==> src/rtl/sync_fifo_pkg.sv <==
// Shared constants and helpers for the single-clock parameterised FIFO.
//   DefDsize   - default data word width in bits
//   DefAsize   - default address width (depth = 2**ASIZE)
//   fifo_depth - number of storage words for a given address width
package sync_fifo_pkg;

  localparam int unsigned DefDsize = 8;
  localparam int unsigned DefAsize = 4;

  function automatic int unsigned fifo_depth(input int unsigned asize);
    return 32'd1 << asize;
  endfunction

endpackage

==> src/rtl/sfifo_mem.sv <==
// FIFO storage array: DSIZE x 2**ASIZE words, one synchronous write port and one
// asynchronous read port. Contents are never reset.
//   clk   - write clock
//   wen   - write enable; wdata is stored at waddr on the rising edge
//   waddr - write address
//   wdata - write data
//   raddr - read address
//   rdata - combinational read data at raddr
module sfifo_mem #(
  parameter int unsigned DSIZE = 8,
  parameter int unsigned ASIZE = 4
) (
  input  logic             clk,
  input  logic             wen,
  input  logic [ASIZE-1:0] waddr,
  input  logic [DSIZE-1:0] wdata,
  input  logic [ASIZE-1:0] raddr,
  output logic [DSIZE-1:0] rdata
);

  logic [DSIZE-1:0] mem_q [2**ASIZE];

  always_ff @(posedge clk) begin
    if (wen) begin
      mem_q[waddr] <= wdata;
    end
  end

  assign rdata = mem_q[raddr];

endmodule

==> src/rtl/sync_fifo_param.sv <==
// Single-clock FIFO with occupancy count, threshold flags and sticky error flags.
// Optional build macro: SYNC_FIFO_FWFT_EN selects first-word-fall-through reads
// (head word shown combinationally, zero read latency). Default build gives a
// registered rdata loaded on each accepted read with a one-cycle rvalid pulse.
//   clk, rst       - clock and synchronous active-high reset
//   winc, wdata    - write request and data (dropped when full)
//   rinc           - read request (rejected when empty)
//   rdata, rvalid  - read data and its qualifier
//   wfull, rempty  - occupancy == depth / occupancy == 0
//   walmost_full   - occupancy >= AFULL_TH
//   ralmost_empty  - occupancy <= AEMPTY_TH
//   wcount         - current occupancy, 0..depth
//   overflow       - sticky: write requested while full
//   underflow      - sticky: read requested while empty
module sync_fifo_param
  import sync_fifo_pkg::*;
#(
  parameter int unsigned DSIZE     = DefDsize,
  parameter int unsigned ASIZE     = DefAsize,
  parameter int unsigned AFULL_TH  = fifo_depth(ASIZE) - 2,
  parameter int unsigned AEMPTY_TH = 2
) (
  input  logic             clk,
  input  logic             rst,
  input  logic             winc,
  input  logic [DSIZE-1:0] wdata,
  input  logic             rinc,
  output logic [DSIZE-1:0] rdata,
  output logic             rvalid,
  output logic             wfull,
  output logic             rempty,
  output logic             walmost_full,
  output logic             ralmost_empty,
  output logic [ASIZE:0]   wcount,
  output logic             overflow,
  output logic             underflow
);

  localparam logic [ASIZE:0] DepthCnt = {1'b1, {ASIZE{1'b0}}};
  localparam logic [ASIZE:0] CntOne   = {{ASIZE{1'b0}}, 1'b1};
  localparam logic [ASIZE:0] AfullTh  = (ASIZE+1)'(AFULL_TH);
  localparam logic [ASIZE:0] AemptyTh = (ASIZE+1)'(AEMPTY_TH);

  logic [ASIZE:0]   wptr_q, wptr_d;
  logic [ASIZE:0]   rptr_q, rptr_d;
  logic [ASIZE:0]   count_q, count_d;
  logic             wfull_q, rempty_q, afull_q, aempty_q;
  logic             ovf_q, udf_q;
  logic             wr_en, rd_en;
  logic [DSIZE-1:0] mem_rdata;

  // Flags are registered from the previous edge's next-count, so they always
  // describe the current occupancy and can gate acceptance directly.
  assign wr_en = winc && !wfull_q;
  assign rd_en = rinc && !rempty_q;

  always_comb begin
    wptr_d  = wr_en ? wptr_q + CntOne : wptr_q;
    rptr_d  = rd_en ? rptr_q + CntOne : rptr_q;
    count_d = count_q;
    unique case ({wr_en, rd_en})
      2'b10:   count_d = count_q + CntOne;
      2'b01:   count_d = count_q - CntOne;
      default: count_d = count_q;
    endcase
  end

  always_ff @(posedge clk) begin
    if (rst) begin
      wptr_q   <= '0;
      rptr_q   <= '0;
      count_q  <= '0;
      wfull_q  <= 1'b0;
      rempty_q <= 1'b1;
      afull_q  <= 1'b0;
      aempty_q <= 1'b1;
      ovf_q    <= 1'b0;
      udf_q    <= 1'b0;
    end else begin
      wptr_q   <= wptr_d;
      rptr_q   <= rptr_d;
      count_q  <= count_d;
      wfull_q  <= (count_d == DepthCnt);
      rempty_q <= (count_d == '0);
      afull_q  <= (count_d >= AfullTh);
      aempty_q <= (count_d <= AemptyTh);
      if (winc && wfull_q) ovf_q <= 1'b1;
      if (rinc && rempty_q) udf_q <= 1'b1;
    end
  end

  sfifo_mem #(
    .DSIZE(DSIZE),
    .ASIZE(ASIZE)
  ) u_mem (
    .clk  (clk),
    .wen  (wr_en),
    .waddr(wptr_q[ASIZE-1:0]),
    .wdata(wdata),
    .raddr(rptr_q[ASIZE-1:0]),
    .rdata(mem_rdata)
  );

`ifdef SYNC_FIFO_FWFT_EN
  // Head word falls through; forced to zero so stale memory never shows.
  assign rdata  = rempty_q ? '0 : mem_rdata;
  assign rvalid = !rempty_q;
`else
  logic [DSIZE-1:0] rdata_q;
  logic             rvalid_q;

  always_ff @(posedge clk) begin
    if (rst) begin
      rdata_q  <= '0;
      rvalid_q <= 1'b0;
    end else begin
      rvalid_q <= rd_en;
      if (rd_en) rdata_q <= mem_rdata;
    end
  end

  assign rdata  = rdata_q;
  assign rvalid = rvalid_q;
`endif

  assign wfull         = wfull_q;
  assign rempty        = rempty_q;
  assign walmost_full  = afull_q;
  assign ralmost_empty = aempty_q;
  assign wcount        = count_q;
  assign overflow      = ovf_q;
  assign underflow     = udf_q;

endmodule

==> config.mk <==
export PLATFORM = sky130hd
export DESIGN_NAME = sync_fifo_param
export DESIGN_NICKNAME = d
export VERILOG_FILES = /design/src/rtl/sync_fifo_pkg.sv /design/src/rtl/sfifo_mem.sv /design/src/rtl/sync_fifo_param.sv
export SDC_FILE = /design/constraint.sdc
export NUM_CORES = 1
export LEC_CHECK = 0
export ABC_AREA = 1
export BUFFER_PORTS_ARGS = -buffer_cell sky130_fd_sc_hd__buf_2
export CAP_MARGIN = 20
export CORE_MARGIN = 10
export CORE_UTILIZATION = 42
export DETAILED_ROUTE_END_ITERATION = 7
export GPL_ROUTABILITY_DRIVEN = 0
export HOLD_SLACK_MARGIN = 0.02
export PLACE_DENSITY_LB_ADDON = 0.05
export SLEW_MARGIN = 20
export SYNTH_ARGS = -nofsm -noshare
export SYNTH_HDL_FRONTEND = slang
export SYNTH_SLANG_ARGS = --single-unit
==> constraint.sdc <==
create_clock -name clk -period 2.6 [get_ports clk]
set_clock_uncertainty 0.1 [all_clocks]
set_input_delay 0.52 -clock clk [delete_from_list [all_inputs] [get_ports clk]]
set_output_delay 0.52 -clock clk [all_outputs]
set_load 0.05 [all_outputs]
Word-level counts from Yosys, hierarchy flattened
Memory sizes are Yosys's and may differ from the RTL's. A register that Yosys moved wholly into a read port is not among the register bits.
Index checks and enable logic that the tools add are counted.
{ "word_totals": {"regBits": 22, "ramBits": 128, "in_bits": 12, "word_cells": 30, "memories": 1} }
{ "op_classes": {"add_sub_neg": 4, "magnitude_cmp": 2, "eq_ne": 3, "mux": 3, "reduce_logical": 7} }
{ "memory_table": {"columns": ["name", "words", "width", "read_ports", "rd_clocked_by_memory_dff", "wr", "line_no", "text"], "rows": [
  ["u_mem.mem_q", 16, 8, 1, 1, 1, "sfifo_mem.sv:21", "logic [DSIZE-1:0] mem_q [2**ASIZE];"]
]} }
{ "op_table": {"columns": ["operator", "count"], "rows": [
  ["$add A5 B1 Y5 const B", 3],
  ["$pmux W5 S2", 1],
  ["$eq A5 B5 Y1 const B", 1],
  ["$ge A5 B4 Y1 const B", 1],
  ["$le A5 B2 Y1 const B", 1],
  ["$logic_not A5 Y1", 1],
  ["$sub A5 B1 Y5 const B", 1],
  ["$logic_and A1 B1 Y1", 4],
  ["$eq A2 B1 Y1 const B", 1],
  ["$eq A2 B2 Y1 const B", 1],
  ["$logic_not A1 Y1", 2],
  ["$mux W1", 2]
]} }

Longest topological paths before layout
{ "logic_depth": {"word_depth": 5, "mapped_depth": 16, "ltp_nobuf": 16} }

Modules after synthesis
From an unflattened synthesis, not the netlist that was laid out.
{ "hier_totals": {"cells_unflattened": 711, "area_unflattened_um2": 6897.9} }
{ "modules_own_cells": {"columns": ["mod", "instances", "cells_each", "area_each_um2", "seq_area_each_um2"], "rows": [
  ["sfifo_mem", 1, 543, 5606.6, 3843.7],
  ["sync_fifo_param", 1, 168, 1291.2, 560.5]
]} }

Worst setup path after synthesis
No wires, ideal clock.
{ "synth_timing": {"path_type": "register to register", "startpoint": "register rempty_q (netlist: rempty)", "endpoint": "register rempty_q (netlist: rempty)", "setup_time_ns": 0.070, "arrival_time_ns": 2.116, "slack_ns": 0.314, "stages_incl_launch_ff": 10, "period_less_slack_ns": 2.286, "cell_sequence": "dfxtp_1 nor2_8 buf_1 ha_1 clkbuf_1 xor2_1 nand2_1 nor2_1 nand3_1 o21bai_1"} }
{ "synth_via": {"elab_chain_len": 5, "word_cells_on_any_way": 6, "classes_between": "eq/ne (2); mux (1); reduce/logical (3)"} }
{ "synth_rtl": {"columns": ["element", "line_no", "text"], "rows": [
  ["from (decl)", "sync_fifo_param.sv:47", "logic wfull_q, rempty_q, afull_q, aempty_q;"],
  ["from (signal assigned)", "sync_fifo_param.sv:84", "rempty_q <= (count_d == '0);"],
  ["$logic_not A1 Y1 (*)", "sync_fifo_param.sv:55", "assign rd_en = rinc && !rempty_q;"],
  ["$logic_and A1 B1 Y1 (*)", "sync_fifo_param.sv:55", null],
  ["$eq A2 B1 Y1 / $eq A2 B2 Y1 (equally long branches)", "sync_fifo_param.sv:61", "unique case ({wr_en, rd_en})"],
  ["$pmux W5 S2 (*)", "sync_fifo_param.sv:61", null],
  ["$logic_not A5 Y1 (*)", "sync_fifo_param.sv:84", null]
]} }
Mark *: on every way between the ends. The rest lies on a longest branch, timed or not.
A chain may end at the register's enable or synchronous reset.

==> PnR_summary.wiki <==
{| class="wikitable"
! Metric !! Value
|-
| Worst supply voltage drop on vdd || 0.445 mV
|-
| Crit path capture type || register
|-
| Static power due to leakage || 2.72 nW
|-
| Final #Nets || 618
|-
| Number of clock buffers inserted by TritonCTS || 17
|-
| CTS resizes || 0
|-
| Crit-path slowest cell || dfxtp_2
|-
| Type of the setup path with the least slack || reg -> reg
|-
| Vias per Instance || 5.42
|-
| Area growth, synth to finish || 15.7%
|-
| Total congestion overflow after global routing || 0
|-
| Cells traversed along the worst timing path || inv_2 -> buf_4 -> o21ai_0 -> o221ai_1 -> nand3_1 -> o211ai_1 -> nand2_1 -> inv_1
|-
| Total Wirelength || 15600 um
|-
| Critical register-to-register path startpoint || rptr_q[0]
|-
| Synth Cell Area || 6360 um^2
|-
| Endpoints failing hold || 0
|-
| Proportion of synthesized chip area in sequential cells || 0.693
|-
| Number of antenna violations at the first check in global routing || 0
|-
| Critical path arrival || 2.20 ns
|-
| Number of DRC markers after the initial detailed-route iteration || 332
|-
| Die Outline Area || 20500 um^2
|-
| Min-delay worst type || in -> reg
|-
| Total of hold buffers inserted after clock tree synthesis || 0
|-
| Critical path startpoint || rptr_q[0]
|-
| Placed wire-length estimate || 10000 um
|-
| Total negative slack || 0 ns
|-
| X dimension of the die || 143 um
|-
| MaxCap Viol Count || 0
|-
| Maximum number of pins on one net before global-route repair || 35
|-
| Final worst path period need || 1.93 ns
|-
| Wire length of the first global-routing pass || 24500 um
|-
| Post-CTS Setup Repair Bufs || 0
|-
| Final Max Slew Viols || 0
|-
| Instance count of the mapped netlist || 552
|-
| DRC errors left || 0
|-
| Buffers & Inverters on Critical Path || 3
|-
| Htree depth || 4
|-
| Largest buffer count on any clock path || 2
|-
| Largest incremental delay on the critical path || 0.41 ns
|-
| Worst max-slew margin expressed relative to the limit || 0.545
|-
| Worst hold margin || 0.261 ns
|-
| Layout cell share with drive strength beyond 1 || 0.160
|-
| Die Span Y || 143 um
|-
| Number of cells traversed by the worst register-to-register path || 8
|-
| Register-to-Register Setup Slack || 0.67 ns
|-
| Fill cell count || 1348
|-
| Slew @ Worst Pin || 0.681 ns
|-
| Routed WL per cell || 19.6 um
|-
| Clock root buffer || clkbuf_16
|-
| Core Footprint || 14700 um^2
|-
| Synth Register Bits || 156
|-
| Timing endpoint of the critical path || rdata[4]
|-
| DR vias || 4311
|-
| Post-detailed-route count of antenna-violating nets || 0
|-
| Final Util || 0.501
|-
| Number of gates on the worst path with buffers counted || 8
|-
| Count of antenna diodes in the layout || 0
|-
| Initial core utilization || 0.433
|-
| Critical path launch point type || register
|-
| Ports || 32
|-
| Total routing usage reported by global routing || 0.159
|-
| Worst-path maximum fanout || 32
|-
| Ratio of total power to cell area || 862 nW/um^2
|-
| Required arrival time at the worst endpoint || 2.86 ns
|-
| Clock latency on the worst-skew pair || 0.42 ns
|-
| Synthesized area per cell || 11.5 um^2
|-
| Worst setup slack after placement || 0.450 ns
|-
| Run status || finished clean
|-
| Number of iterations in the first detailed-routing pass || 5
|-
| Site Rows || 44
|-
| Number of sinks driven by the clock tree || 156
|-
| Maximum clock rate || 517 MHz
|-
| Setup repair after global routing missed its margin || false
|-
| Clk pin slew, worst setup/hold paths || 0.06 ns
|-
| Capturing point of the worst reg2reg path || rdata[4]
|-
| Share of the cycle needed by the critical path after routing || 0.744
|-
| Family with the most delay on the worst path || compound AO/OA/AOI/OAI gates
|-
| Most frequent cells in the layout || edfxtp_1 (128), nor2_1 (113), o21ai_0 (66)
|-
| Leading cell type in the layout, fill and taps excluded || edfxtp_1
|-
| Post-synthesis net count || 571
|-
| Number of global-route vias before repair || 4205
|-
| Post-route worst setup slack || 0.665 ns
|-
| Count of synthesis-stage warnings from yosys || 0
|-
| Clock tree from TritonCTS || done
|-
| Unique masters post-synth || 30
|-
| IO buf count || 31
|-
| Setup Viol. Count Final || 0
|}
## state kept, by name, indices dropped and copies added (netlist names)
| signal | count |
|---|---|
| wfull | 1 |
| ralmost_empty | 1 |
| rempty | 1 |
| rptr_q | 4 |
| rdata | 8 |
| overflow | 1 |
| underflow | 1 |
| walmost_full | 1 |
| wcount | 5 |
| wptr_q | 4 |
| u_mem.mem_q | 128 |
| rvalid | 1 |
## worst register-to-register path, cell delays in order (launching register included)
cell and delay, ns:
dfxtp_2 0.41, inv_2 0.09, buf_4 0.32, o21ai_0 0.14
o221ai_1 0.34, nand3_1 0.21, o211ai_1 0.14, nand2_1 0.08
inv_1 0.05
## Yosys cell counts
cell type	number	area share
clkbuf_1	13	0.0077
nand3_1	24	0.019
nor2_8	1	0.0031
o21bai_1	2	0.0024
a21oi_1	9	0.0071
buf_1	2	0.0012
buf_2	12	0.0094
edfxtp_1	128	0.60
o21ai_0	66	0.052
o22ai_1	12	0.012
nor3_1	3	0.0024
nor2_1	113	0.067
inv_1	28	0.017
nand2_4	2	0.0035
nand3_2	3	0.0047
buf_4	2	0.0024
nor4_1	1	0.00098
nand3b_1	1	0.0012
nand2_1	47	0.028
inv_2	3	0.0018
xor2_1	2	0.0028
nand2_2	6	0.0059
o221ai_1	20	0.028
dfxtp_1	28	0.088
o21ai_1	7	0.0055
o211ai_1	5	0.0059
ha_1	7	0.014
clkinv_1	2	0.0012
a31oi_1	1	0.00098
a21boi_0	2	0.0024
## cell families after synthesis
family	after synthesis	synth area share
XOR/XNOR	2	0.00276
flip-flops	156	0.693
AND/OR/NAND/NOR	201	0.135
buffers and inverters	62	0.0401
adder cells (fa/ha/maj)	7	0.0138
AO/OA/AOI/OAI	124	0.116
## worst min-delay path by stage
stage	cells after the start	slack, ns	start	end
after floorplan	2	0.38	wptr_q[2]	wptr_q[2]
after global placement	2	0.34	underflow	underflow
after detailed placement	2	0.36	underflow	underflow
after CTS	3	0.25	rinc	underflow
after global routing	3	0.28	rinc	underflow
final	3	0.26	rinc	underflow
## report_power, final
| part | total, mW | switching [mW] | internal (mW) |
|---|---|---|---|
| registers | 2.88 | 0.0766 | 2.81 |
| clock network | 2.25 | 0.902 | 1.35 |
| logic | 1.21 | 0.874 | 0.333 |
## layout make-up
type	count	area, um^2	area share
flip-flops and latches	156	4410	0.599
inverters	33	124	0.0168
repair buffers	57	363	0.0493
clock inverters	9	70.1	0.00952
clock buffers	23	468	0.0636
multi-input cells	334	1700	0.231
well taps	184	230	0.0313
## metrics by stage
stage | instance area [um^2] | std cells | total power, mW
2_1_floorplan | 6360 | 552 | 3.76
3_3_place_gp | 6820 | 764 | 4.14
3_5_place_dp | 6820 | 764 | 4.15
4_1_cts | 7360 | 796 | 6.40
5_1_grt | 7360 | 796 | 6.64
6_report | 7360 | 796 | 6.34
## routing by layer
layer	vias up	wire [um]	track usage
met3	18	611	0.0358
met1	2119	7410	0.215
met2	102	7360	0.248
met4	0	202	0.0527
met5	-	0	0
li1	2072	-	-
Power figures use the tool's default switching activity.
